[src/rtl/mux4_rr_arbiter.sv]
// Round-robin arbiter owning the select of a shared 4:1 one-bit mux; grants are held until released.
// Optional forced rotation on hold timeout is compiled in with `define ARB_TIMEOUT_EN.
module mux4_rr_arbiter #(
  parameter int MAX_HOLD = 8,
  parameter int CNT_W    = 4
) (
  input  logic       clk,
  input  logic       rst_n,
  input  logic [3:0] req,
  output logic [3:0] gnt,
  output logic [1:0] sel,
  output logic       busy,
  output logic       timeout
);

  // Handshake: req[i] is a level; requester i owns the mux path for every cycle gnt[i]=1
  // and gives it back by dropping req[i]. Requests are never latched.

  typedef enum logic {S_IDLE, S_GRANT} state_t;

  state_t     state_q, state_d;
  logic [3:0] gnt_q, gnt_d;
  logic [1:0] sel_q, sel_d;
  logic [1:0] ptr_q, ptr_d;
  logic       timeout_q, timeout_d;
  logic [1:0] search_start;
  logic [2:0] pick;

  if (MAX_HOLD < 2 || MAX_HOLD > 15 || (1 << CNT_W) <= MAX_HOLD) begin : g_bad_cfg
    $error("mux4_rr_arbiter: MAX_HOLD must be 2..15 and fit in CNT_W bits");
  end

`ifdef ARB_TIMEOUT_EN
  logic [CNT_W-1:0] cnt_q, cnt_d;
`endif

  // Returns {found, index}: first set bit scanning start, start+1, ... mod 4.
  function automatic logic [2:0] rr_pick(input logic [3:0] r, input logic [1:0] start);
    logic [1:0] idx;
    rr_pick = 3'b000;
    for (int i = 3; i >= 0; i--) begin
      idx = start + 2'(i);
      if (r[idx]) rr_pick = {1'b1, idx};
    end
  endfunction

  assign search_start = (state_q == S_IDLE) ? ptr_q : sel_q + 2'd1;
  assign pick         = rr_pick(req, search_start);

  always_comb begin
    state_d   = state_q;
    gnt_d     = gnt_q;
    sel_d     = sel_q;
    ptr_d     = ptr_q;
    timeout_d = 1'b0;
`ifdef ARB_TIMEOUT_EN
    cnt_d     = cnt_q;
`endif
    case (state_q)
      S_IDLE: begin
        if (pick[2]) begin
          state_d = S_GRANT;
          gnt_d   = 4'b0001 << pick[1:0];
          sel_d   = pick[1:0];
`ifdef ARB_TIMEOUT_EN
          cnt_d   = '0;
`endif
        end
      end
      S_GRANT: begin
        if (!req[sel_q]) begin
          // Released owner drops to lowest priority for the next search.
          ptr_d = sel_q + 2'd1;
          if (pick[2]) begin
            gnt_d = 4'b0001 << pick[1:0];
            sel_d = pick[1:0];
`ifdef ARB_TIMEOUT_EN
            cnt_d = '0;
`endif
          end else begin
            state_d = S_IDLE;
            gnt_d   = 4'b0000;
          end
        end
`ifdef ARB_TIMEOUT_EN
        else if (cnt_q >= CNT_W'(MAX_HOLD - 1) && |(req & ~gnt_q)) begin
          // Search starts past the owner, so with another request pending it cannot win again.
          ptr_d     = sel_q + 2'd1;
          gnt_d     = 4'b0001 << pick[1:0];
          sel_d     = pick[1:0];
          cnt_d     = '0;
          timeout_d = 1'b1;
        end else if (cnt_q != CNT_W'(MAX_HOLD)) begin
          cnt_d = cnt_q + 1'b1;
        end
`endif
      end
      default: state_d = S_IDLE;
    endcase
  end

  always_ff @(posedge clk or negedge rst_n) begin
    if (!rst_n) begin
      state_q   <= S_IDLE;
      gnt_q     <= 4'b0000;
      sel_q     <= 2'b00;
      ptr_q     <= 2'b00;
      timeout_q <= 1'b0;
    end else begin
      state_q   <= state_d;
      gnt_q     <= gnt_d;
      sel_q     <= sel_d;
      ptr_q     <= ptr_d;
      timeout_q <= timeout_d;
    end
  end

`ifdef ARB_TIMEOUT_EN
  always_ff @(posedge clk or negedge rst_n) begin
    if (!rst_n) cnt_q <= '0;
    else        cnt_q <= cnt_d;
  end
`endif

  // busy is the FSM state seen from outside.
  assign gnt     = gnt_q;
  assign sel     = sel_q;
  assign busy    = (state_q == S_GRANT);
  assign timeout = timeout_q;

endmodule

[config.mk]
export PLATFORM = sky130hd
export DESIGN_NAME = mux4_rr_arbiter
export DESIGN_NICKNAME = d
export VERILOG_FILES = /design/src/rtl/mux4_rr_arbiter.sv
export SDC_FILE = /design/constraint.sdc
export NUM_CORES = 1
export LEC_CHECK = 0
export ABC_AREA = 1
export ABC_CLOCK_PERIOD_IN_PS = 3900
export BUFFER_PORTS_ARGS = -buffer_cell sky130_fd_sc_hd__buf_2
export CAP_MARGIN = 20
export CORE_MARGIN = 4
export CORE_UTILIZATION = 59
export CTS_CLUSTER_DIAMETER = 40
export DETAILED_ROUTE_END_ITERATION = 8
export MAX_ROUTING_LAYER = met4
export PLACE_DENSITY = 0.82
export REMOVE_ABC_BUFFERS = 1
export SLEW_MARGIN = 20
export SYNTH_ARGS = -nofsm -noshare
export SYNTH_HDL_FRONTEND = slang
export SYNTH_SLANG_ARGS = --single-unit
export TNS_END_PERCENT = 100
[constraint.sdc]
create_clock -name clk -period 3.9 [get_ports clk]
set_input_delay 0.39 -clock clk [delete_from_list [all_inputs] [get_ports clk]]
set_output_delay 0.39 -clock clk [all_outputs]
set_load 0.01 [all_outputs]
==> impl_metrics.yaml <==
status:
  status: "complete, no violations"
finish:
  most-common-layout-cells: "34 x nand2_1, 15 x nand3_1, 14 x nand2_2"
  post_route_cells_drive_above_1_share_pct: 37.2
  final_common_cell: "nand2_1"
  final_cells: 152
  stdcell_area_sq_um: 991
  syn2layout_area_growth_pct: 9.39
  nNetsFinal: 144
  fin_util_pct: 72.5
  diodes: 0
global_route:
  grt_pass1_vias: 749
  grt_max_degree: 12
  grt_pass1_wl_mm: 3.13
  overflow: 0
  grtUsageTotal_pct: 20.4
  antenna_found_initial: 0
worst_setup_path:
  end_kind: "flip-flop"
  crit_arrival_ns: 2.00
  crit_chain: "nand2_4, nand2_8, nand2_2, nand2_2, nand3_2, nand2_2, nand3_4, nand2_4, inv_2, nand4_1, nand2_1"
  cp.required_ns: 4.04
  cp-start-kind: "flip-flop"
  r2r_slack_ns: 2.03
  cp_top_family: "simple AND/OR/NAND/NOR gates"
  cpMostUsedCell: "nand2_2"
  reg2regPathDepth: 11
  cp_num_buf_inv: 1
  rr_startpoint: "busy$_DFF_PN0_"
  worstReg2RegEnd: "gnt[1]$_DFFE_PN0P_"
  crit_type: "flip-flop to flip-flop"
  critPathMaxFanout: 9
  cpPeakStageDelay_ns: 0.73
  slowest_stage: "dfrtp_1"
clocking:
  cts_tree: "done"
  cts_buffers: 3
  cts.reportedPaths.clkPinSlew_ns: 0.06
  post_cts_buffers: 0
  htreeDepth: 1
  clock-root-buffer: "clkbuf_4"
  clk_latency_ns: 0.25
  numClockSinks: 9
  clock_path_buffers: 2
drt:
  drt_iter0_markers: 31
  wl_per_cell_um: 11.7
  wl_mm: 1.78
  via_per_inst: 5.34
  drcViolationCount: 0
  vias: 811
  dr.pass1.iters: 4
  drtAntennaViolNets: 0
timing:
  min_period_over_period_pct: 47.9
  setup_viol: 0
  finalCriticalPeriod_ns: 1.87
  setup-tns-final_ns: 0
  fin_worst_skew_ns: 0.00429
  worstMarginPinSlew_ns: 0.617
  hold_viol: 0
  slew_violations: 0
  grt_setup_unrepaired: "no"
  maxSlewHeadroom_pct: 58.8
  max_freq_ghz: 0.535
floorplan:
  dieArea_sq_um: 2230
  core_sq_um: 1370
  ios: 14
  fp.dieH_um: 47.2
  rows: 13
  initial_core_util_pct: 66.3
  dieWidth_um: 47.2
synthesis:
  synthCells: 123
  synth.distinct_cells: 23
  synth_area_per_cell_sq_um: 7.36
  syn_area_sq_um: 906
  seq_area_frac_synth_pct: 24.9
  synth-seq-cells: 9
  yosys_warnings: 0
placed_design:
  hpwlAfterDp_mm: 1.55
  place_area_sq_um: 955
  numPortBuffers: 12
  placedCellCount: 147
  gp_congestion: 0.882
min_path:
  whs_endpoint: "gnt[3]$_DFFE_PN0P_"
  min_from: "gnt[3]$_DFFE_PN0P_"
  hp-class: "flip-flop to flip-flop"
  hold_depth: 2
flow_run:
  maxCapViolations: 0
[sequential cells by signal (all words and copies together) (netlist names)]
register  count
sel           2
ptr_q         2
gnt           4
busy          1
[kinds of logic after synthesis]
kind of cell	count (synthesis)	synth area share (%)
flip-flops	9	24.9
buffers and inverters	18	10.6
other	1	0.414
AND/OR/NAND/NOR	85	57.3
AO/OA/AOI/OAI	10	6.77
[tightest hold or removal path, cell delays in order, from the launching register on]
cell	delay (ns)
dfrtp_1	0.33
nand2_1	0.05
nand2_1	0.06
[worst max path at each step]
stage                     cells past startpoint      startpoint            endpoint
after detailed placement                     11  busy$_DFF_PN0_  gnt[1]$_DFFE_PN0P_
after floorplan                              11  busy$_DFF_PN0_  gnt[0]$_DFFE_PN0P_
after global routing                         10  busy$_DFF_PN0_  gnt[1]$_DFFE_PN0P_
after global placement                       11  busy$_DFF_PN0_  gnt[1]$_DFFE_PN0P_
after CTS                                    11  busy$_DFF_PN0_  gnt[1]$_DFFE_PN0P_
final                                        11  busy$_DFF_PN0_  gnt[1]$_DFFE_PN0P_
[stage by stage]
step | setup slack, ns | hold WS [ns]
5_1_grt | 1.88 | 0.501
4_1_cts | 2.02 | 0.479
3_3_place_gp | 2.07 | 0.240
3_5_place_dp | 2.03 | 0.245
6_report | 2.03 | 0.473
2_1_floorplan | 2.15 | 0.0944
[area by class of cell]
cell class / count / area [sq um]
Multi-Input combinational cell: 96 / 584
Fill cell: 109 / 375
Sequential cell: 9 / 225
Timing Repair Buffer: 13 / 70.1
Inverter: 15 / 66.3
Clock buffer: 4 / 26.3
Tap cell: 15 / 18.8
[synthesized netlist by cell type (all sizes together)]
| cell type | number | area share (%) |
|---|---|---|
| a21oi | 4 | 2.2 |
| buf | 3 | 3.3 |
| conb | 1 | 0.41 |
| dfrtp | 9 | 25 |
| inv | 15 | 7.3 |
| nand2 | 55 | 34 |
| nand3 | 23 | 19 |
| nand3b | 1 | 0.83 |
| nand4 | 2 | 1.4 |
| nor2 | 4 | 1.9 |
| o21ai | 6 | 4.6 |
[what timing repair did]
item / 4_1_cts / 5_1_grt
hold buffers: 1 / 0
resized for setup: 0 / 0
hold endpoints to repair: 9 / 0
[routing by layer]
layer	global-route usage [%]	up-vias	share of wire, %
li1	-	424	-
met1	26.3	365	45
met2	33.1	20	49
met3	1.53	2	6.0
met4	7.73	0	0.45
met5	-	-	0
Power is not shown: default switching activity piles up to over one toggle a cycle in this logic, so the estimate is an artifact.
